==> config.mk <==
export PLATFORM = sky130hd
export DESIGN_NAME = seq_float_multiplier
export DESIGN_NICKNAME = d
export VERILOG_FILES = /design/src/rtl/fp_mul_pkg.sv /design/src/rtl/seq_mantissa_multiplier.sv /design/src/rtl/seq_float_multiplier.sv
export SDC_FILE = /design/constraint.sdc
export NUM_CORES = 1
export LEC_CHECK = 0
export CORE_MARGIN = 2
export CORE_UTILIZATION = 50
export DETAILED_ROUTE_END_ITERATION = 10
export GPL_ROUTABILITY_DRIVEN = 0
export PLACE_DENSITY = 0.78
export SYNTH_ARGS = -nofsm -noshare
export SYNTH_HDL_FRONTEND = slang
export SYNTH_SLANG_ARGS = --single-unit
==> constraint.sdc <==
create_clock -name clk -period 5.6 [get_ports clk]
set_input_delay 0.56 -clock clk [delete_from_list [all_inputs] [get_ports clk]]
set_output_delay 0.56 -clock clk [all_outputs]
set_load 0.02 [all_outputs]
==> src/rtl/fp_mul_pkg.sv <==
// Shared types and helpers for the sequential floating-point multiplier.
// Field-width helpers take plain int widths so they work for any EXP_W/MAN_W.
package fp_mul_pkg;

  typedef enum logic [1:0] {IDLE, MUL, NORM, DONE} state_e;

  localparam int MAX_W = 64;

  function automatic int bias(input int expW);
    return (1 << (expW - 1)) - 1;
  endfunction

  function automatic logic [MAX_W-1:0] exp_all_ones(input int expW);
    return (MAX_W'(1) << expW) - MAX_W'(1);
  endfunction

  function automatic logic [MAX_W-1:0] canonical_nan(input int expW, input int manW);
    logic [MAX_W-1:0] v;
    v = '0;
    for (int i = 0; i < expW; i++) v[manW+i] = 1'b1;
    v[manW-1] = 1'b1;
    return v;
  endfunction

  function automatic logic is_nan(input logic [MAX_W-1:0] expF, input logic [MAX_W-1:0] manF,
                                  input int expW);
    return (expF == exp_all_ones(expW)) && (manF != '0);
  endfunction

  function automatic logic is_inf(input logic [MAX_W-1:0] expF, input logic [MAX_W-1:0] manF,
                                  input int expW);
    return (expF == exp_all_ones(expW)) && (manF == '0);
  endfunction

  // Denormals share the zero exponent and are flushed to zero.
  function automatic logic is_zero(input logic [MAX_W-1:0] expF);
    return expF == '0;
  endfunction

endpackage

==> src/rtl/seq_mantissa_multiplier.sv <==
// Unsigned iterative shift-add multiplier: one partial product per cycle.
// done is high during the Nth cycle after start; prod is final the cycle after.
module seq_mantissa_multiplier #(
  parameter int N = 24
) (
  input  logic           clk,
  input  logic           rst,
  input  logic           start,
  input  logic [N-1:0]   x,
  input  logic [N-1:0]   y,
  output logic           done,
  output logic [2*N-1:0] prod
);

  localparam int CW = $clog2(N + 1);

  logic [2*N-1:0] acc_q, acc_d;
  logic [2*N-1:0] mcand_q, mcand_d;
  logic [N-1:0]   mplier_q, mplier_d;
  logic [CW-1:0]  count_q, count_d;

  always_comb begin
    acc_d    = acc_q;
    mcand_d  = mcand_q;
    mplier_d = mplier_q;
    count_d  = count_q;
    if (start) begin
      acc_d    = '0;
      mcand_d  = {{N{1'b0}}, x};
      mplier_d = y;
      count_d  = CW'(N);
    end else if (count_q != '0) begin
      if (mplier_q[0]) acc_d = acc_q + mcand_q;
      mcand_d  = mcand_q << 1;
      mplier_d = mplier_q >> 1;
      count_d  = count_q - CW'(1);
    end
  end

  always_ff @(posedge clk) begin
    if (rst) begin
      acc_q    <= '0;
      mcand_q  <= '0;
      mplier_q <= '0;
      count_q  <= '0;
    end else begin
      acc_q    <= acc_d;
      mcand_q  <= mcand_d;
      mplier_q <= mplier_d;
      count_q  <= count_d;
    end
  end

  assign done = (count_q == CW'(1));
  assign prod = acc_q;

endmodule

==> src/rtl/seq_float_multiplier.sv <==
// Handshaked floating-point multiplier: specials resolve in one cycle, normal
// operands go through the iterative mantissa multiplier, then RNE and range checks.
module seq_float_multiplier
  import fp_mul_pkg::*;
#(
  parameter int EXP_W = 8,
  parameter int MAN_W = 23
) (
  input  logic                     clk,
  input  logic                     rst,
  input  logic                     in_valid,
  output logic                     in_ready,
  input  logic [EXP_W+MAN_W:0]     a,
  input  logic [EXP_W+MAN_W:0]     b,
  output logic                     out_valid,
  input  logic                     out_ready,
  output logic [EXP_W+MAN_W:0]     result,
  output logic                     exception,
  output logic                     overflow,
  output logic                     underflow
);

  localparam int W  = 1 + EXP_W + MAN_W;
  localparam int N  = MAN_W + 1;
  localparam int EW = EXP_W + 2;
  localparam logic signed [EW-1:0] BIAS_S    = EW'(bias(EXP_W));
  localparam logic signed [EW-1:0] EXP_LIMIT = EW'((1 << EXP_W) - 1);
  localparam logic [MAX_W-1:0]     NAN_FULL  = canonical_nan(EXP_W, MAN_W);
  localparam logic [W-1:0]         NAN_WORD  = NAN_FULL[W-1:0];

  state_e             state_q, state_d;
  logic               sign_q, sign_d;
  logic [EXP_W-1:0]   expA_q, expA_d, expB_q, expB_d;
  logic [W-1:0]       result_q, result_d;
  logic               exception_q, exception_d;
  logic               overflow_q, overflow_d;
  logic               underflow_q, underflow_d;

  logic [EXP_W-1:0]   aExp, bExp;
  logic [MAN_W-1:0]   aMan, bMan;
  logic               aNan, bNan, aInf, bInf, aZero, bZero;
  logic               inSign, accept, special, start, mulDone;
  logic [2*N-1:0]     prod;

  logic               prodTop;
  logic [2*N-2:0]     normProd;
  logic [MAN_W-1:0]   manTrunc, manRounded;
  logic               guardBit, stickyBit, roundUp, roundCarry;
  logic signed [EW-1:0] expFinal;

  assign aExp   = a[W-2:MAN_W];
  assign bExp   = b[W-2:MAN_W];
  assign aMan   = a[MAN_W-1:0];
  assign bMan   = b[MAN_W-1:0];
  assign aNan   = is_nan(MAX_W'(aExp), MAX_W'(aMan), EXP_W);
  assign bNan   = is_nan(MAX_W'(bExp), MAX_W'(bMan), EXP_W);
  assign aInf   = is_inf(MAX_W'(aExp), MAX_W'(aMan), EXP_W);
  assign bInf   = is_inf(MAX_W'(bExp), MAX_W'(bMan), EXP_W);
  assign aZero  = is_zero(MAX_W'(aExp));
  assign bZero  = is_zero(MAX_W'(bExp));
  assign inSign = a[W-1] ^ b[W-1];

  assign in_ready  = (state_q == IDLE);
  assign out_valid = (state_q == DONE);
  assign accept    = in_valid && in_ready;
  assign special   = aNan || bNan || aInf || bInf || aZero || bZero;
  assign start     = accept && !special;

  seq_mantissa_multiplier #(.N(N)) u_mant (
    .clk   (clk),
    .rst   (rst),
    .start (start),
    .x     ({1'b1, aMan}),
    .y     ({1'b1, bMan}),
    .done  (mulDone),
    .prod  (prod)
  );

  // A rounding carry-out wraps the mantissa to zero and bumps the exponent.
  assign prodTop   = prod[2*N-1];
  assign normProd  = prodTop ? prod[2*N-2:0] : {prod[2*N-3:0], 1'b0};
  assign manTrunc  = normProd[2*MAN_W:MAN_W+1];
  assign guardBit  = normProd[MAN_W];
  assign stickyBit = |normProd[MAN_W-1:0];
  assign roundUp   = guardBit && (stickyBit || manTrunc[0]);
  assign {roundCarry, manRounded} = {1'b0, manTrunc} + (MAN_W+1)'(roundUp);
  assign expFinal  = {2'b00, expA_q} + {2'b00, expB_q} - BIAS_S
                   + EW'(prodTop) + EW'(roundCarry);

  always_comb begin
    state_d     = state_q;
    sign_d      = sign_q;
    expA_d      = expA_q;
    expB_d      = expB_q;
    result_d    = result_q;
    exception_d = exception_q;
    overflow_d  = overflow_q;
    underflow_d = underflow_q;
    unique case (state_q)
      IDLE: begin
        if (accept) begin
          sign_d = inSign;
          expA_d = aExp;
          expB_d = bExp;
          if (special) begin
            state_d     = DONE;
            exception_d = 1'b0;
            overflow_d  = 1'b0;
            underflow_d = 1'b0;
            if (aNan || bNan || (aInf && bZero) || (bInf && aZero)) begin
              result_d    = NAN_WORD;
              exception_d = 1'b1;
            end else if (aInf || bInf) begin
              result_d = {inSign, {EXP_W{1'b1}}, {MAN_W{1'b0}}};
            end else begin
              result_d = {inSign, {(W-1){1'b0}}};
            end
          end else begin
            state_d = MUL;
          end
        end
      end
      MUL: if (mulDone) state_d = NORM;
      NORM: begin
        state_d     = DONE;
        exception_d = 1'b0;
        overflow_d  = 1'b0;
        underflow_d = 1'b0;
        if (expFinal >= EXP_LIMIT) begin
          result_d   = {sign_q, {EXP_W{1'b1}}, {MAN_W{1'b0}}};
          overflow_d = 1'b1;
        end else if (expFinal[EW-1] || expFinal == '0) begin
          result_d    = {sign_q, {(W-1){1'b0}}};
          underflow_d = 1'b1;
        end else begin
          result_d = {sign_q, expFinal[EXP_W-1:0], manRounded};
        end
      end
      DONE: if (out_ready) state_d = IDLE;
      default: state_d = IDLE;
    endcase
  end

  always_ff @(posedge clk) begin
    if (rst) begin
      state_q     <= IDLE;
      sign_q      <= 1'b0;
      expA_q      <= '0;
      expB_q      <= '0;
      result_q    <= '0;
      exception_q <= 1'b0;
      overflow_q  <= 1'b0;
      underflow_q <= 1'b0;
    end else begin
      state_q     <= state_d;
      sign_q      <= sign_d;
      expA_q      <= expA_d;
      expB_q      <= expB_d;
      result_q    <= result_d;
      exception_q <= exception_d;
      overflow_q  <= overflow_d;
      underflow_q <= underflow_d;
    end
  end

  assign result    = result_q;
  assign exception = exception_q;
  assign overflow  = overflow_q;
  assign underflow = underflow_q;

endmodule
==> flow_summary.toml <==
[synthesis]
synth_top_area_share_pct = 32.6
netlist_area_sq_um = 11000
synth_seq_cells = 179
netlist_instances = 1459
ys_seq_area_share_pct = 32.6
synth.area.top_cells = "dfxtp_1, nand2_1, ha_1"
synth_cell_types = 78
syn_nets = 1600
ys.flop_type = "dfxtp_1"
yosysWarningCount = 0
synth_top_area_cell = "dfxtp_1"
synth.avg_cell_area_sq_um = 7.53
synth-edff-count = 0
synthArstFlopShare_pct = 0

[setup_path]
reg2reg_from = "u_mant.prod[26]"
start_kind = "flop"
critPathRequiredTime_ns = 5.93
reg2reg_slack_ns = 0.48
r2r_cells = 22
end_kind = "flop"
critical_path.max_fanout = 23
cp.arrival_ns = 5.45
worstSetupPathType = "flop to flop"
r2r_end = "result[6]"

[clocking]
cts_tree = "yes"
numCtsBuffers = 17
clk_pin_slew_worst_paths_ns = 0.08
clkSinkCount = 179
insertion_delay_ns = 0.44
root_buffer = "clkbuf_16"
cts_setup_buffers = 0
cts_buffer_depth = 2
cts_htree_levels = 4

[sta]
slew_violations = 0
finalHoldViolations = 0
finalSetupViolCount = 0
fin_crit_ns = 5.12
fin_tns_setup_ns = 0
hold_slack_ns = 0.458
fin_skew_ns = 0.00940
finalCritPeriodShare_pct = 91.5
slew_headroom_pct = 39.9
rsz0062_at_grt = "false"
max_freq_mhz = 195
tightest_slew_ns = 0.901

[floorplan]
core_area_sq_um = 21700
start_util_pct = 50.7
ios = 105
die-area_sq_um = 23200
die_x_um = 152
die_h_um = 152
rows = 54

[drt]
drc = 0
antenna_left = 0
routedWlPerCell_um = 16.7
drt-initial-drc-count = 1021
drt_first_pass_iters = 6
drt-total-wl_um = 30200
vias = 10900
routed_via_density = 6.04

[pwr]
power-per-cell-area_nw_per_um2 = 335
p_leak_uw = 0.00479
peakVddDrop_mv = 0.348
total_power_uw = 4270

[worst_hold_path]
hold_depth = 2
min_to = "expB_q[7]"
hold_path_class = "flop to flop"
min_from = "expB_q[7]"

[layout]
fin_nets = 1653
layout-drive-gt1-share_pct = 5.44
antenna_cells = 0
area_growth_pct = 16.2

[placed_design]
dp_hpwl_um = 21700
port_buffers = 104

[global_route]
grt_pass1_wl_um = 48600
grt_overflow = 0
grt_max_degree = 96
antenna_found_initial = 0
grt_pass1_vias = 9870
grtUsageTotal_pct = 25.0

[flow_run]
drv_cap = 0

[status]
status = "finished, final reports clean"
[what timing repair did]
item / 4_1_cts / 5_1_grt
hold buffers: 0 / 0
endpoints found under the setup margin: 0 / 29
resized for setup: 0 / 2
[cell type report]
cell class,instances,area [sq um]
inverter,47,176
multi-input combinational,1150,6940
clock inverter,15,164
fill,1914,8920
tap,280,350
sequential,179,3580
clock buffer,17,425
timing repair buffer,117,1130
[worst max-delay path: stages (launching register included)]
cell and delay, ns:
dfxtp_1 0.48, nand2_1 0.16, a211oi_2 0.35, o211a_1 0.28, and4_1 0.26, and3_1 0.27, and2_1 0.24, nand3_1 0.10
ha_1 0.28, inv_1 0.04, fa_1 0.37, inv_1 0.08, fa_1 0.21, nor2b_1 0.06, o21ai_0 0.19, a21oi_1 0.12
o21ai_1 0.20, a21oi_1 0.12, xor2_1 0.19, nor4_2 0.47, nor4_4 0.09, buf_4 0.23, a32o_1 0.24
[power by group]
group / internal (uW) / total [uW] / switching [uW]
combinational: 472 / 1470 / 998
sequential: 1450 / 1590 / 140
clock: 635 / 1210 / 577
total: 2560 / 4270 / 1720
[Yosys cell counts (3+ instances only)]
master and n:
nand2_1 305, dfxtp_1 179, a21oi_1 163, nor2_1 128, ha_1 70, clkbuf_1 61
o21ai_0 51, a311oi_1 49, inv_1 47, xnor2_1 35, nand3_1 30, nor4_1 25
a21o_1 22, nand4_1 22, a211oi_1 21, nor3_1 21, buf_1 16, a31oi_1 15
xor2_1 15, a22o_1 12, and3_1 11, o21bai_1 11, a32o_1 10, nand2b_1 10
and2_1 9, nor2b_1 9, mux2_2 6, or3_1 6, a211o_1 5, buf_2 5
mux2i_1 5, o211ai_1 5, o21a_1 5, o21ai_1 5, o221a_2 5, and4_1 4
nand3b_1 4, a21boi_0 3, a32oi_1 3, fa_1 3, or4_1 3
[cells in the final DEF (no fill, tap or decap), types with 8 or more instances in the layout]
cell type	netlist	routed
a211oi_1	21	20
a21o_1	22	22
a21oi_1	163	163
a22o_1	12	12
a311oi_1	49	49
a31oi_1	15	15
a32o_1	10	10
and2_1	9	8
and3_1	11	11
buf_4	1	13
clkbuf_16	0	17
clkdlybuf4s50_1	0	103
dfxtp_1	179	178
ha_1	70	70
inv_1	47	47
nand2_1	305	304
nand2b_1	10	9
nand3_1	30	30
nand4_1	22	22
nor2_1	128	128
nor2b_1	9	9
nor3_1	21	21
nor4_1	25	24
o21ai_0	51	51
o21bai_1	11	11
xnor2_1	35	35
xor2_1	15	15
[state kept, by name, indices dropped and copies added, names as in the netlist, 2 cells and up]
register         cells
result              32
expA_q               8
u_mant.count_q       5
u_mant.mcand_q      48
state_q              2
expB_q               8
u_mant.prod         48
u_mant.mplier_q     24
[stage by stage]
stage / worst slack, ns / cells / cell area, sq um / utilization, %
floorplan: 1.03 / 1459 / 11000 / -
global placement: 0.517 / 1773 / 12200 / 56.1
detailed placement: 0.313 / 1773 / 12200 / 56.1
CTS: 0.279 / 1805 / 12800 / 58.8
global route: 0.0451 / 1805 / 12800 / 58.9
finish: 0.478 / 1805 / 12800 / 58.9
[layer usage]
| metal | global-route usage, % | part of all wire, % | vias to the layer above |
|---|---|---|---|
| met2 | 41.2 | 47 | 381 |
| met3 | 3.64 | 5.8 | 57 |
| li1 | - | - | 5346 |
| met4 | 7.74 | 1.8 | 0 |
| met5 | 0 | 0 | - |
| met1 | 34.0 | 45 | 5120 |
[cell families (layout without fill, tap and decap cells)]
| kind of cell | after synthesis | count (layout) | synth area share, % |
|---|---|---|---|
| compound gates | 416 | 416 | 25.1 |
| xor+xnor | 50 | 50 | 3.98 |
| fa+ha+maj | 73 | 73 | 8.52 |
| buf+inv | 130 | 196 | 4.53 |
| flops | 179 | 179 | 32.6 |
| mux | 11 | 11 | 1.07 |
| simple gates | 600 | 600 | 24.2 |
[how the worst max path moves through the flow]
stage                 endpoint            start
finish               result[6]  u_mant.prod[26]
global route         result[1]  u_mant.prod[26]
CTS                  result[6]  u_mant.prod[26]
detailed placement   result[6]  u_mant.prod[26]
global placement     result[1]  u_mant.prod[26]
floorplan           result[10]  u_mant.prod[47]
Power figures use the tool's default switching activity.
